`src/rtl/seg7_scan_decoder.sv`:
```
// Display-bus monitor: recovers the hex nibble shown on each digit of a multiplexed,
// active-low 7-segment bus once the bus has been stable for STABLE_CYCLES samples.
module seg7_scan_decoder #(
    parameter int DIGITS        = 4,
    parameter int STABLE_CYCLES = 4
) (
    input  logic                  clk_i,
    input  logic                  rst_i,
    input  logic [DIGITS-1:0]     an_i,
    input  logic [6:0]            seg_i,
    input  logic                  clr_err_i,
    output logic [4*DIGITS-1:0]   value_o,
    output logic [DIGITS-1:0]     digit_valid_o,
    output logic                  upd_o,
    output logic [2:0]            upd_digit_o,
    output logic                  err_o,
    output logic                  err_sticky_o
);

    localparam int         SW      = DIGITS + 7;
    localparam logic [7:0] CNT_MAX = 8'(STABLE_CYCLES - 1);

    logic [SW-1:0]         s_q, s_d;
    logic [7:0]            cnt_q, cnt_d;
    logic                  captured_q, captured_d;
    logic [4*DIGITS-1:0]   value_q, value_d;
    logic [DIGITS-1:0]     valid_q, valid_d;
    logic                  upd_q, upd_d;
    logic [2:0]            upd_digit_q, upd_digit_d;
    logic                  err_q, err_d;
    logic                  sticky_q, sticky_d;

    logic [DIGITS-1:0]     an_low;
    logic [6:0]            seg_s;
    logic [4:0]            gl;
    logic                  one_hot;
    logic                  capture;
    logic [2:0]            idx;

    // Returns {legal, nibble}; segments are g..a, active-low.
    function automatic logic [4:0] glyph(input logic [6:0] g);
        case (g)
            7'b1000000: glyph = 5'h10;
            7'b1111001: glyph = 5'h11;
            7'b0100100: glyph = 5'h12;
            7'b0110000: glyph = 5'h13;
            7'b0011001: glyph = 5'h14;
            7'b0010010: glyph = 5'h15;
            7'b0000010: glyph = 5'h16;
            7'b1111000: glyph = 5'h17;
            7'b0000000: glyph = 5'h18;
            7'b0010000: glyph = 5'h19;
            7'b0001000: glyph = 5'h1A;
            7'b0000011: glyph = 5'h1B;
            7'b1000110: glyph = 5'h1C;
            7'b0100001: glyph = 5'h1D;
            7'b0000110: glyph = 5'h1E;
            7'b0001110: glyph = 5'h1F;
            default:    glyph = 5'h00;
        endcase
    endfunction

    always_comb begin
        s_d         = {an_i, seg_i};
        cnt_d       = cnt_q;
        captured_d  = captured_q;
        value_d     = value_q;
        valid_d     = valid_q;
        upd_d       = 1'b0;
        upd_digit_d = upd_digit_q;
        err_d       = 1'b0;
        an_low      = ~s_q[SW-1:7];
        seg_s       = s_q[6:0];
        gl          = glyph(seg_s);
        one_hot     = (an_low != '0) && ((an_low & (an_low - DIGITS'(1))) == '0);
        capture     = (cnt_q == CNT_MAX) && !captured_q;
        idx         = 3'd0;
        for (int i = 0; i < DIGITS; i++) begin
            if (an_low[i]) idx = 3'(i);
        end

        // The window is judged on the sample about to be registered versus the one held.
        if (s_d != s_q) begin
            cnt_d      = 8'd0;
            captured_d = 1'b0;
        end else begin
            if (cnt_q != CNT_MAX) cnt_d = cnt_q + 8'd1;
            if (capture) captured_d = 1'b1;
        end

        if (capture) begin
            if (one_hot) begin
                if (gl[4]) begin
                    for (int i = 0; i < DIGITS; i++) begin
                        if (an_low[i]) begin
                            value_d[4*i +: 4] = gl[3:0];
                            valid_d[i]        = 1'b1;
                        end
                    end
                    upd_d       = 1'b1;
                    upd_digit_d = idx;
                end else begin
                    err_d = 1'b1;
                    for (int i = 0; i < DIGITS; i++) begin
                        if (an_low[i]) valid_d[i] = 1'b0;
                    end
                end
            end else if (an_low != '0) begin
                err_d = 1'b1;
            end
        end

        sticky_d = err_d ? 1'b1 : (clr_err_i ? 1'b0 : sticky_q);
    end

    always_ff @(posedge clk_i) begin
        if (rst_i) begin
            s_q         <= '1;
            cnt_q       <= 8'd0;
            captured_q  <= 1'b0;
            value_q     <= '0;
            valid_q     <= '0;
            upd_q       <= 1'b0;
            upd_digit_q <= 3'd0;
            err_q       <= 1'b0;
            sticky_q    <= 1'b0;
        end else begin
            s_q         <= s_d;
            cnt_q       <= cnt_d;
            captured_q  <= captured_d;
            value_q     <= value_d;
            valid_q     <= valid_d;
            upd_q       <= upd_d;
            upd_digit_q <= upd_digit_d;
            err_q       <= err_d;
            sticky_q    <= sticky_d;
        end
    end

    assign value_o       = value_q;
    assign digit_valid_o = valid_q;
    assign upd_o         = upd_q;
    assign upd_digit_o   = upd_digit_q;
    assign err_o         = err_q;
    assign err_sticky_o  = sticky_q;

endmodule

```
`config.mk`:
```
export PLATFORM = sky130hd
export DESIGN_NAME = seg7_scan_decoder
export DESIGN_NICKNAME = d
export VERILOG_FILES = /design/src/rtl/seg7_scan_decoder.sv
export SDC_FILE = /design/constraint.sdc
export NUM_CORES = 1
export LEC_CHECK = 0
export BUFFER_PORTS_ARGS = -buffer_cell sky130_fd_sc_hd__buf_4
export CAP_MARGIN = 0
export CORE_MARGIN = 2
export CORE_UTILIZATION = 40
export CTS_CLUSTER_SIZE = 25
export DETAILED_ROUTE_END_ITERATION = 7
export PLACE_DENSITY = 0.57
export SYNTH_ARGS = -nofsm -noshare
export SYNTH_HDL_FRONTEND = slang
export SYNTH_SLANG_ARGS = --single-unit
```
`constraint.sdc`:
```
create_clock -name clk_i -period 2.89 [get_ports clk_i]
set_clock_uncertainty 0.1 [all_clocks]
set_input_delay 0.289 -clock clk_i [delete_from_list [all_inputs] [get_ports clk_i]]
set_output_delay 0.289 -clock clk_i [all_outputs]
set_load 0.05 [all_outputs]
```
==> metrics.cfg <==
[outcome]
status=finished, final reports clean

[global_route]
grt.total_usage_pct=16.55
grt-ovfl-total=0
grt_pass1_wl_mm=8.204
grt_max_degree=53
first_global_vias=1714
antenna_found_initial=0

[sta]
tightest_slew_ps=628.1
finalCritPeriodShare_pct=87.62
setup_viol=0
rsz0062_at_grt=no
min_period_ps=2532
hold_viol=0
timing.hold.ws_ps=88.50
final.setup.worst_slack_ps=357.9
final_max_slew_viol_count=0
final.setup.tns_ps=0
max_freq_mhz=394.9
slew_headroom_pct=57.80

[cells_and_area]
final_area_um2=2723
drive_gt1_share_pct=26.15
fillCellCount=555
fin_cells=355
antenna_cells=0
fin_nets=297
area_growth_pct=20.55
final_util_pct=49.75

[clocking]
post-cts-setup-buffers=0
htreeDepth=2
cts_resized=0
numCtsBuffers=5
hold_buffers=0
clkSinkCount=45
cts_root_buf=clkbuf_8
clockBufferDepth=2
cts_tree=done
clk_latency_ps=300
path_clk_slew_ps=80

[pwr]
power_density_nw_per_um2=452.7
leakage_nw=1.025
power_mw=1.232
peakVddDrop_v=0.0002817

[placed_design]
place_worst_setup_slack_ps=359.8
port_buffers=38
gp_congestion=0.7860
hpwl_mm=3.508
postPlaceCellArea_um2=2606
placed_cells=347

[critical_path]
worst-path-max-fanout=9
rrSetupSlack_ps=360
endpoint_kind=register
crit_type=register to register
required_ps=3020
r2r_end=value_o[8]$_SDFFE_PP0P_
startpoint=cnt_q[0]$_SDFFE_PP0P_
cpPeakStageDelay_ps=480
startpoint_type=register
slowest_stage=or4b_1
r2r_start=cnt_q[0]$_SDFFE_PP0P_
crit_family=simple AND/OR/NAND/NOR gates
path_buf_inv=0
r2r_cells=6
arrival_ps=2660
path_cells=ha_1, or4b_1, nor3_2, nand4_1, a21oi_2, mux2i_1

[run]
max-cap-violations=0

[worst_hold_path]
holdPathEnd=s_q[0]$_SDFF_PP1_
whs_path_depth=2
min_from=seg_i[0]
hp-class=primary input to register

[detailed_routing]
ant_nets=0
vias_per_cell=5.132
drt_iter0_drc=73
drt-pass1-iter-count=4
finalWirelength_mm=4.946
drc=0
routedWlPerCell_um=13.93
vias=1822

[die]
row_count=27
core-area_um2=5473
ios=40
start_util_pct=41.27
die_area_um2=6263
die_h_um=79.14
die_w_um=79.14

[logic_synthesis]
synthCells=248
yosys_warnings=0
synth-seq-cells=45
syn_area_um2=2258
synthDistinctLibCells=55
ys.flop_type=dfxtp_1
synth_edf_count=0
avgSynthCellArea_um2=9.107
seq_area_frac_synth_pct=39.89
async_reset_ff_share_pct=0
syn_nets=263

[where the power goes]
group | total (mW) | leakage [nW] | switching, mW | internal (mW)
logic | 0.0949 | 0.601 | 0.0494 | 0.0455
clock network | 0.494 | 0.0585 | 0.211 | 0.282
registers | 0.644 | 0.366 | 0.0163 | 0.628
[worst max path at each step]
stage                             endpoint  depth (start not counted)  slack, ps
3_5_place_dp       value_o[8]$_SDFFE_PP0P_                          6        360
4_1_cts            value_o[8]$_SDFFE_PP0P_                          6        340
6_report           value_o[8]$_SDFFE_PP0P_                          6        360
5_1_grt            value_o[8]$_SDFFE_PP0P_                          6         80
3_3_place_gp       value_o[8]$_SDFFE_PP0P_                          6        420
2_1_floorplan  upd_digit_o[0]$_SDFFE_PP0P_                          6        630
[state kept, by name (all words and copies together) (netlist names)]
name,cells
value_o,16
s_q,11
upd_digit_o,2
upd_o,1
captured_q,1
err_sticky_o,1
digit_valid_o,4
cnt_q,8
err_o,1
[routing by layer]
| layer | part of all wire, % | up-vias | global-route usage [%] |
|---|---|---|---|
| met3 | 3.7 | 7 | 3.750 |
| met2 | 46 | 33 | 26.86 |
| li1 | - | 953 | - |
| met4 | 1.4 | 0 | 5.862 |
| met5 | 0 | - | 0 |
| met1 | 49 | 829 | 21.55 |
[synthesized netlist by cell type (all sizes together) (5+ instances only)]
| master | count | area, um2 |
|---|---|---|
| nand3 | 7 | 35.03 |
| nor2b | 6 | 37.54 |
| inv | 6 | 22.52 |
| o22ai | 5 | 31.28 |
| a21oi | 10 | 61.31 |
| buf | 5 | 27.53 |
| nor2 | 18 | 67.56 |
| or2 | 12 | 75.07 |
| o32ai | 9 | 78.83 |
| nand2b | 20 | 125.1 |
| nor4 | 5 | 46.29 |
| xor2 | 18 | 157.7 |
| dfxtp | 45 | 900.9 |
| clkbuf | 12 | 45.04 |
| nand2 | 12 | 45.04 |
[final cells by class]
class	instances	area [um2]	area share, %
multi-input cells	180	1262	46.37
flip-flops and latches	45	900.9	33.09
repair buffers	44	330.3	12.13
well taps	72	90.09	3.309
clock buffers	7	86.33	3.171
clock inverters	1	30.03	1.103
inverters	6	22.52	0.8272
[cell families after synthesis]
logic type	Yosys count	share of synthesized area [%]
adders and majority gates	2	0.9972
xor gates and xnor gates	20	7.756
buffers and inverters	23	4.210
DFF	45	39.89
muxes	5	2.327
and+or+nand+nor	105	27.98
AOI/OAI and AO/OA	47	16.68
other	1	0.1660
[cells in the final DEF (no fill, tap or decap), drive strengths merged, types with 2 or more instances in the layout]
master,n
and3b,3
nor2,18
a21o,2
xnor2,2
and3,3
nand2,12
and4b,3
clkbuf,7
inv,6
and2,2
or2,12
xor2,18
nand4b,2
dfxtp,45
o21ai,3
buf,44
mux2,2
nand2b,20
nand4,3
mux2i,3
nor3,2
nor2b,6
nor4b,2
a21oi,10
a311oi,2
a2111oi,2
o32ai,9
nand3,7
o22ai,5
a211oi,3
nor4,5
Note: power is estimated with default switching activity, not from simulation.
